**config.mk**
```make
export PLATFORM = sky130hd
export DESIGN_NAME = cp0_regfile
export DESIGN_NICKNAME = d
export VERILOG_FILES = /design/src/rtl/cp0_regfile.sv
export SDC_FILE = /design/constraint.sdc
export NUM_CORES = 1
export LEC_CHECK = 0
export CORE_ASPECT_RATIO = 0.7
export CORE_MARGIN = 2
export CORE_UTILIZATION = 41
export DETAILED_ROUTE_END_ITERATION = 6
export PLACE_DENSITY = 0.9
export RECOVER_POWER = 25
export SLEW_MARGIN = 40
export SYNTH_ARGS = -nofsm -noshare
export SYNTH_HDL_FRONTEND = slang
export SYNTH_SLANG_ARGS = --single-unit
```
**constraint.sdc**
```tcl
create_clock -name clk -period 2.8 [get_ports clk]
set_clock_uncertainty 0.15 [all_clocks]
set_input_delay 0.42 -clock clk [delete_from_list [all_inputs] [get_ports clk]]
set_output_delay 0.42 -clock clk [all_outputs]
set_load 0.02 [all_outputs]
```
**src/rtl/cp0_regfile.sv**
```systemverilog
// CP0 register file and exception state for the 5-stage MIPS core (WB-stage responder).
// Optional Count/Compare timer is built when CP0_TIMER_EN is defined.
module cp0_regfile #(
  parameter logic [31:0] EXC_ENTRY = 32'hbfc00380
) (
  input  logic        clk,
  input  logic        reset,
  input  logic [7:0]  cp0_addr,
  input  logic        cp0_wen,
  input  logic [31:0] cp0_wdata,
  output logic [31:0] cp0_rdata,
  input  logic [6:0]  exc_type,
  input  logic [31:0] PC,
  input  logic        is_slot,
  input  logic [5:0]  int_num,
  input  logic [31:0] bad_vaddr,
  input  logic        eret,
  output logic [31:0] EPC,
  output logic        int_happen,
  output logic        cp0_flush,
  output logic [31:0] flush_pc
);

  localparam logic [7:0] ADDR_BADVADDR = 8'h40;
  localparam logic [7:0] ADDR_COUNT    = 8'h48;
  localparam logic [7:0] ADDR_COMPARE  = 8'h58;
  localparam logic [7:0] ADDR_STATUS   = 8'h60;
  localparam logic [7:0] ADDR_CAUSE    = 8'h68;
  localparam logic [7:0] ADDR_EPC      = 8'h70;

  localparam logic [4:0] CODE_INT  = 5'h00;
  localparam logic [4:0] CODE_ADEL = 5'h04;
  localparam logic [4:0] CODE_ADES = 5'h05;
  localparam logic [4:0] CODE_SYS  = 5'h08;
  localparam logic [4:0] CODE_BP   = 5'h09;
  localparam logic [4:0] CODE_RI   = 5'h0a;
  localparam logic [4:0] CODE_OV   = 5'h0c;

  logic [31:0] epc_q;
  logic [31:0] badvaddr_q;
  logic [7:0]  im_q;
  logic        exl_q;
  logic        ie_q;
  logic        bd_q;
  logic [5:0]  ip_hw_q;
  logic [1:0]  ip_sw_q;
  logic [4:0]  exc_code_q;

  logic        exc;
  logic        mtc0;
  logic [4:0]  exc_code_c;
  logic [31:0] status_rd;
  logic [31:0] cause_rd;
  logic [31:0] count_rd;
  logic [31:0] compare_rd;

  // An exception in WB drops any mtc0 issued alongside it.
  assign exc  = |exc_type;
  assign mtc0 = cp0_wen & ~exc;

  // ExcCode priority: Int > AdEL > RI > Ov > Sys > Bp > AdES
  always_comb begin
    exc_code_c = CODE_ADES;
    if (exc_type[6])      exc_code_c = CODE_INT;
    else if (exc_type[0]) exc_code_c = CODE_ADEL;
    else if (exc_type[2]) exc_code_c = CODE_RI;
    else if (exc_type[5]) exc_code_c = CODE_OV;
    else if (exc_type[3]) exc_code_c = CODE_SYS;
    else if (exc_type[4]) exc_code_c = CODE_BP;
  end

`ifdef CP0_TIMER_EN
  logic        tick_q;
  logic [31:0] count_q;
  logic [31:0] compare_q;
  logic        ti_q;
  logic        ti_d;

  // A Compare write on the match cycle wins, so TI stays clear.
  always_comb begin
    ti_d = ti_q;
    if (count_q == compare_q) ti_d = 1'b1;
    if (mtc0 && (cp0_addr == ADDR_COMPARE)) ti_d = 1'b0;
  end

  always_ff @(posedge clk) begin
    if (reset) begin
      tick_q    <= 1'b0;
      count_q   <= 32'h0;
      compare_q <= 32'h0;
      ti_q      <= 1'b0;
    end else begin
      tick_q <= ~tick_q;
      if (mtc0 && (cp0_addr == ADDR_COUNT)) count_q <= cp0_wdata;
      else if (tick_q)                      count_q <= count_q + 32'd1;
      if (mtc0 && (cp0_addr == ADDR_COMPARE)) compare_q <= cp0_wdata;
      ti_q <= ti_d;
    end
  end

  assign count_rd   = count_q;
  assign compare_rd = compare_q;
`else
  logic ti_q;
  logic ti_d;

  assign ti_q       = 1'b0;
  assign ti_d       = 1'b0;
  assign count_rd   = 32'h0;
  assign compare_rd = 32'h0;
`endif

  // IP[15] samples the next TI so a Compare write drops the interrupt one cycle later.
  always_ff @(posedge clk) begin
    if (reset) begin
      epc_q      <= 32'h0;
      badvaddr_q <= 32'h0;
      im_q       <= 8'h0;
      exl_q      <= 1'b0;
      ie_q       <= 1'b0;
      bd_q       <= 1'b0;
      ip_hw_q    <= 6'h0;
      ip_sw_q    <= 2'h0;
      exc_code_q <= 5'h0;
    end else begin
      ip_hw_q <= {int_num[5] | ti_d, int_num[4:0]};
      if (exc) begin
        if (!exl_q) begin
          epc_q <= is_slot ? (PC - 32'd4) : PC;
          bd_q  <= is_slot;
        end
        exl_q      <= 1'b1;
        exc_code_q <= exc_code_c;
        if ((exc_code_c == CODE_ADEL) || (exc_code_c == CODE_ADES)) badvaddr_q <= bad_vaddr;
      end else begin
        if (cp0_wen) begin
          case (cp0_addr)
            ADDR_STATUS: begin
              im_q  <= cp0_wdata[15:8];
              exl_q <= cp0_wdata[1];
              ie_q  <= cp0_wdata[0];
            end
            ADDR_CAUSE: ip_sw_q <= cp0_wdata[9:8];
            ADDR_EPC:   epc_q   <= cp0_wdata;
            default: ;
          endcase
        end
        if (eret) exl_q <= 1'b0;
      end
    end
  end

  assign status_rd = {9'h0, 1'b1, 6'h0, im_q, 6'h0, exl_q, ie_q};
  assign cause_rd  = {bd_q, ti_q, 14'h0, ip_hw_q, ip_sw_q, 1'b0, exc_code_q, 2'b00};

  always_comb begin
    cp0_rdata = 32'h0;
    case (cp0_addr)
      ADDR_BADVADDR: cp0_rdata = badvaddr_q;
      ADDR_COUNT:    cp0_rdata = count_rd;
      ADDR_COMPARE:  cp0_rdata = compare_rd;
      ADDR_STATUS:   cp0_rdata = status_rd;
      ADDR_CAUSE:    cp0_rdata = cause_rd;
      ADDR_EPC:      cp0_rdata = epc_q;
      default:       cp0_rdata = 32'h0;
    endcase
  end

  assign EPC        = epc_q;
  assign int_happen = ie_q & ~exl_q & (|({ip_hw_q, ip_sw_q} & im_q));
  assign cp0_flush  = exc | eret;
  assign flush_pc   = (eret && !exc) ? epc_q : EXC_ENTRY;

endmodule
```
==> results_dict.tcl, run 1 <==
set metrics [dict create \
    status "complete, but fails checks" \
    violations "max-capacitance violations, max-slew violations, negative setup slack" \
    stdcell_count 1022 \
    async_flop_share_pct 0 \
    fin_crit_sh_pct 101 \
    holdWs_ns 0.309 \
    num_rows 33 \
    post_drt_wl_per_cell_um 20.0 \
    dieWidth_um 135 \
    synth_top_family_by_area "simple AND/OR/NAND/NOR gates" \
    syn_nets 724 \
    start_kind "primary input" \
    power.density_mw_per_mm2 425 \
    setup_slack_ns -0.0248 \
    fin_setup_tns_ns -0.0714 \
    syn_inst 601 \
    coreArea_mm2 0.0117 \
    drc_errors 0 \
    ir_drop_mv 0.323 \
    synthSimpleGateAreaFrac_pct 29.1 \
    antenna_cells 0 \
    synth_common_cells "dfxtp_1, nor2_1, nand2_1, mux2i_1, clkbuf_1" \
    first_iter_violations 551 \
    antenna_found_initial 0 \
    nFillCells 958 \
    clkSinkCount 87 \
    drt_pass1_iterations 6 \
    stdcell_area_mm2 0.00795 \
    clkLatencyLatePin_ns 0.34 \
    dp_hpwl_um 15500 \
    synth_most_common_cell "dfxtp_1" \
    die_h_um 95.6 \
    htreeDepth 3 \
    antenna_left 0 \
    synth_area_mm2 0.00492 \
    vias_per_cell 5.76 \
    place.port_buffers 219 \
    tritoncts "yes" \
    finalWirelength_um 20400 \
    synth_top_area_share_pct 35.4 \
    setup_viol 6 \
    synth_edf_count 0 \
    grt_use_total_pct 31.1 \
    worstPathRequired_ns 2.23 \
    grt_max_degree 48 \
    ys_types 59 \
    cts.path.max_buffers 2 \
    yosysTopAreaCell "dfxtp_1" \
    worstSetupPathType "in -> out" \
    die_area_mm2 0.0129 \
    hold_viol 0 \
    ys_seq_elements 87 \
    drive_above_1_share_pct 19.4 \
    placed_cells 1001 \
    synth-xor-area-share_pct 2.67 \
    hp-class "reg -> reg" \
    synth_adder_area_share_pct 0.254 \
    fmax_ghz 0.354 \
    area_growth_pct 61.6 \
    finalCoreUtilization_pct 68.0 \
    synth_compound_area_share_pct 16.6 \
    critical_path.max_fanout 6 \
    synth-seq-area-share_pct 35.4 \
    muxShareOfSynthArea_pct 10.8 \
    power.leakage_nw 3.38 \
    clk_pin_slew_ns 0.06 \
    yosys_warnings 0 \
    cts_root_buffer "clkbuf_16" \
    place.gp.congestion 0.876 \
    relSlewSlack_pct -41.1 \
    grt_pass1_wl_um 30600 \
    maxCapViolCount 1 \
    grt_pass1_vias 5581 \
    postCtsHoldBufs 0 \
    yosys-top-cells-area "dfxtp_1, mux2i_1, nor2_1" \
    nNetsFinal 983 \
    cp.arrival_ns 2.25 \
    cts_buffers 9 \
    vias 5890 \
    finalCriticalPeriod_ns 2.82 \
    synth_flop_cell "dfxtp_1" \
    maxSlewViolCount 48 \
    tightest_slew_ns 2.12 \
    place_area_mm2 0.00770 \
    top_level_ports 220 \
    grt_overflow 0 \
    end_kind "primary output" \
    rsz0062_at_grt "yes" \
    start_util_pct 42.1 \
    avgSynthCellArea_um2 8.18 \
]
-- timing repair --
item,in CTS,in global routing
pin swaps,5,11
resized for setup,236,51
buffers inserted,3,2
cloned,2,0
setup endpoints to repair,65,51
-- final timing paths --
path | cells past startpoint | to | slack [ns] | startpoint
max | 9 | cp0_rdata[19] | -0.02 | cp0_addr[0]
min | 2 | exc_code_q[2] | 0.31 | exc_code_q[2]
min reg2reg | 2 | exc_code_q[2] | 0.31 | exc_code_q[2]
max reg2reg | 5 | EPC[18] | 0.88 | exl_q
-- cell families (layout without fill, tap and decap cells) --
group,Yosys count,count (layout)
xor+xnor,15,15
flops,87,87
mux,53,53
buf+inv,59,323
simple gates,277,277
compound gates,109,109
fa+ha+maj,1,1
-- registers in the layout, summed over array words and instances (netlist names) --
register	cells
ip_sw_q	2
im_q	8
EPC	32
exl_q	1
ip_hw_q	6
ie_q	1
badvaddr_q	32
bd_q	1
exc_code_q	4
-- metal layers --
layer	wire length, um	vias to the layer above	GRT usage [%]
li1	-	2725	-
met1	8420	2749	39.9
met2	9420	373	52.3
met3	2100	43	7.39
met4	465	0	9.65
met5	0	-	0
-- cells in the final DEF (no fill, tap or decap), types with 4 or more instances in the layout --
master / instances
and3_1: 24
nor2_1: 79
nand3_1: 19
a211o_1: 6
or2_1: 13
buf_2: 23
xnor2_1: 8
o211ai_1: 7
inv_1: 12
nor4_1: 17
nor2b_1: 7
a31o_1: 4
dfxtp_1: 87
or3_1: 9
clkbuf_2: 12
clkdlybuf4s15_2: 4
nand4_1: 8
nor3_1: 8
clkdlybuf4s50_1: 119
or4_1: 5
mux2i_1: 51
dlygate4sd2_1: 4
buf_6: 17
a311oi_1: 4
a22o_1: 17
buf_4: 74
clkbuf_16: 9
a222oi_1: 13
xor2_1: 7
o31ai_1: 5
a21oi_1: 21
o21ai_1: 5
nand2_1: 60
a31oi_1: 7
buf_12: 5
dlygate4sd3_1: 28
clkdlybuf4s15_1: 4
-- stage by stage --
stage               power [mW]  setup slack [ns]
global route              3.50           -0.0736
floorplan                 1.61            0.0988
finish                    3.37           -0.0248
CTS                       3.39           -0.0117
global placement          2.00            -0.653
detailed placement        2.01            -0.733
-- cell type report --
class                   count  area (um2)  share of cell area, %
clock inverters             6         108                   1.35
inverters                  13        48.8                  0.614
repair buffers            294        2650                   33.3
flip-flops and latches     87        1740                   21.9
well taps                 157         196                   2.47
multi-input cells         455        2970                   37.3
clock buffers              10         239                   3.01
-- critical path, cell delays in order --
cell and delay [ns]:
buf_6 0.09, or4_4 0.54, or3_4 0.37, nor3_4 0.21, buf_6 0.14, buf_6 0.09
buf_6 0.11, a22o_1 0.16, buf_6 0.12
-- where the power goes --
part	leakage, nW	internal [mW]	total [mW]	switching [mW]
logic	2.50	0.331	0.608	0.276
registers	0.714	1.30	1.37	0.0725
clock network	0.168	0.893	1.39	0.499
Note: power is estimated with default switching activity, not from simulation.
==> run 2: changes to the inputs <==
--- a/config.mk
+++ b/config.mk
@@ -9,6 +9,7 @@
 export CORE_MARGIN = 2
 export CORE_UTILIZATION = 41
 export DETAILED_ROUTE_END_ITERATION = 6
+export GPL_ROUTABILITY_DRIVEN = 1
 export PLACE_DENSITY = 0.9
 export RECOVER_POWER = 25
 export SLEW_MARGIN = 40
==> results of run 2 <==
Same layout as run 1: the final DEF is identical, and so are final timing and power.
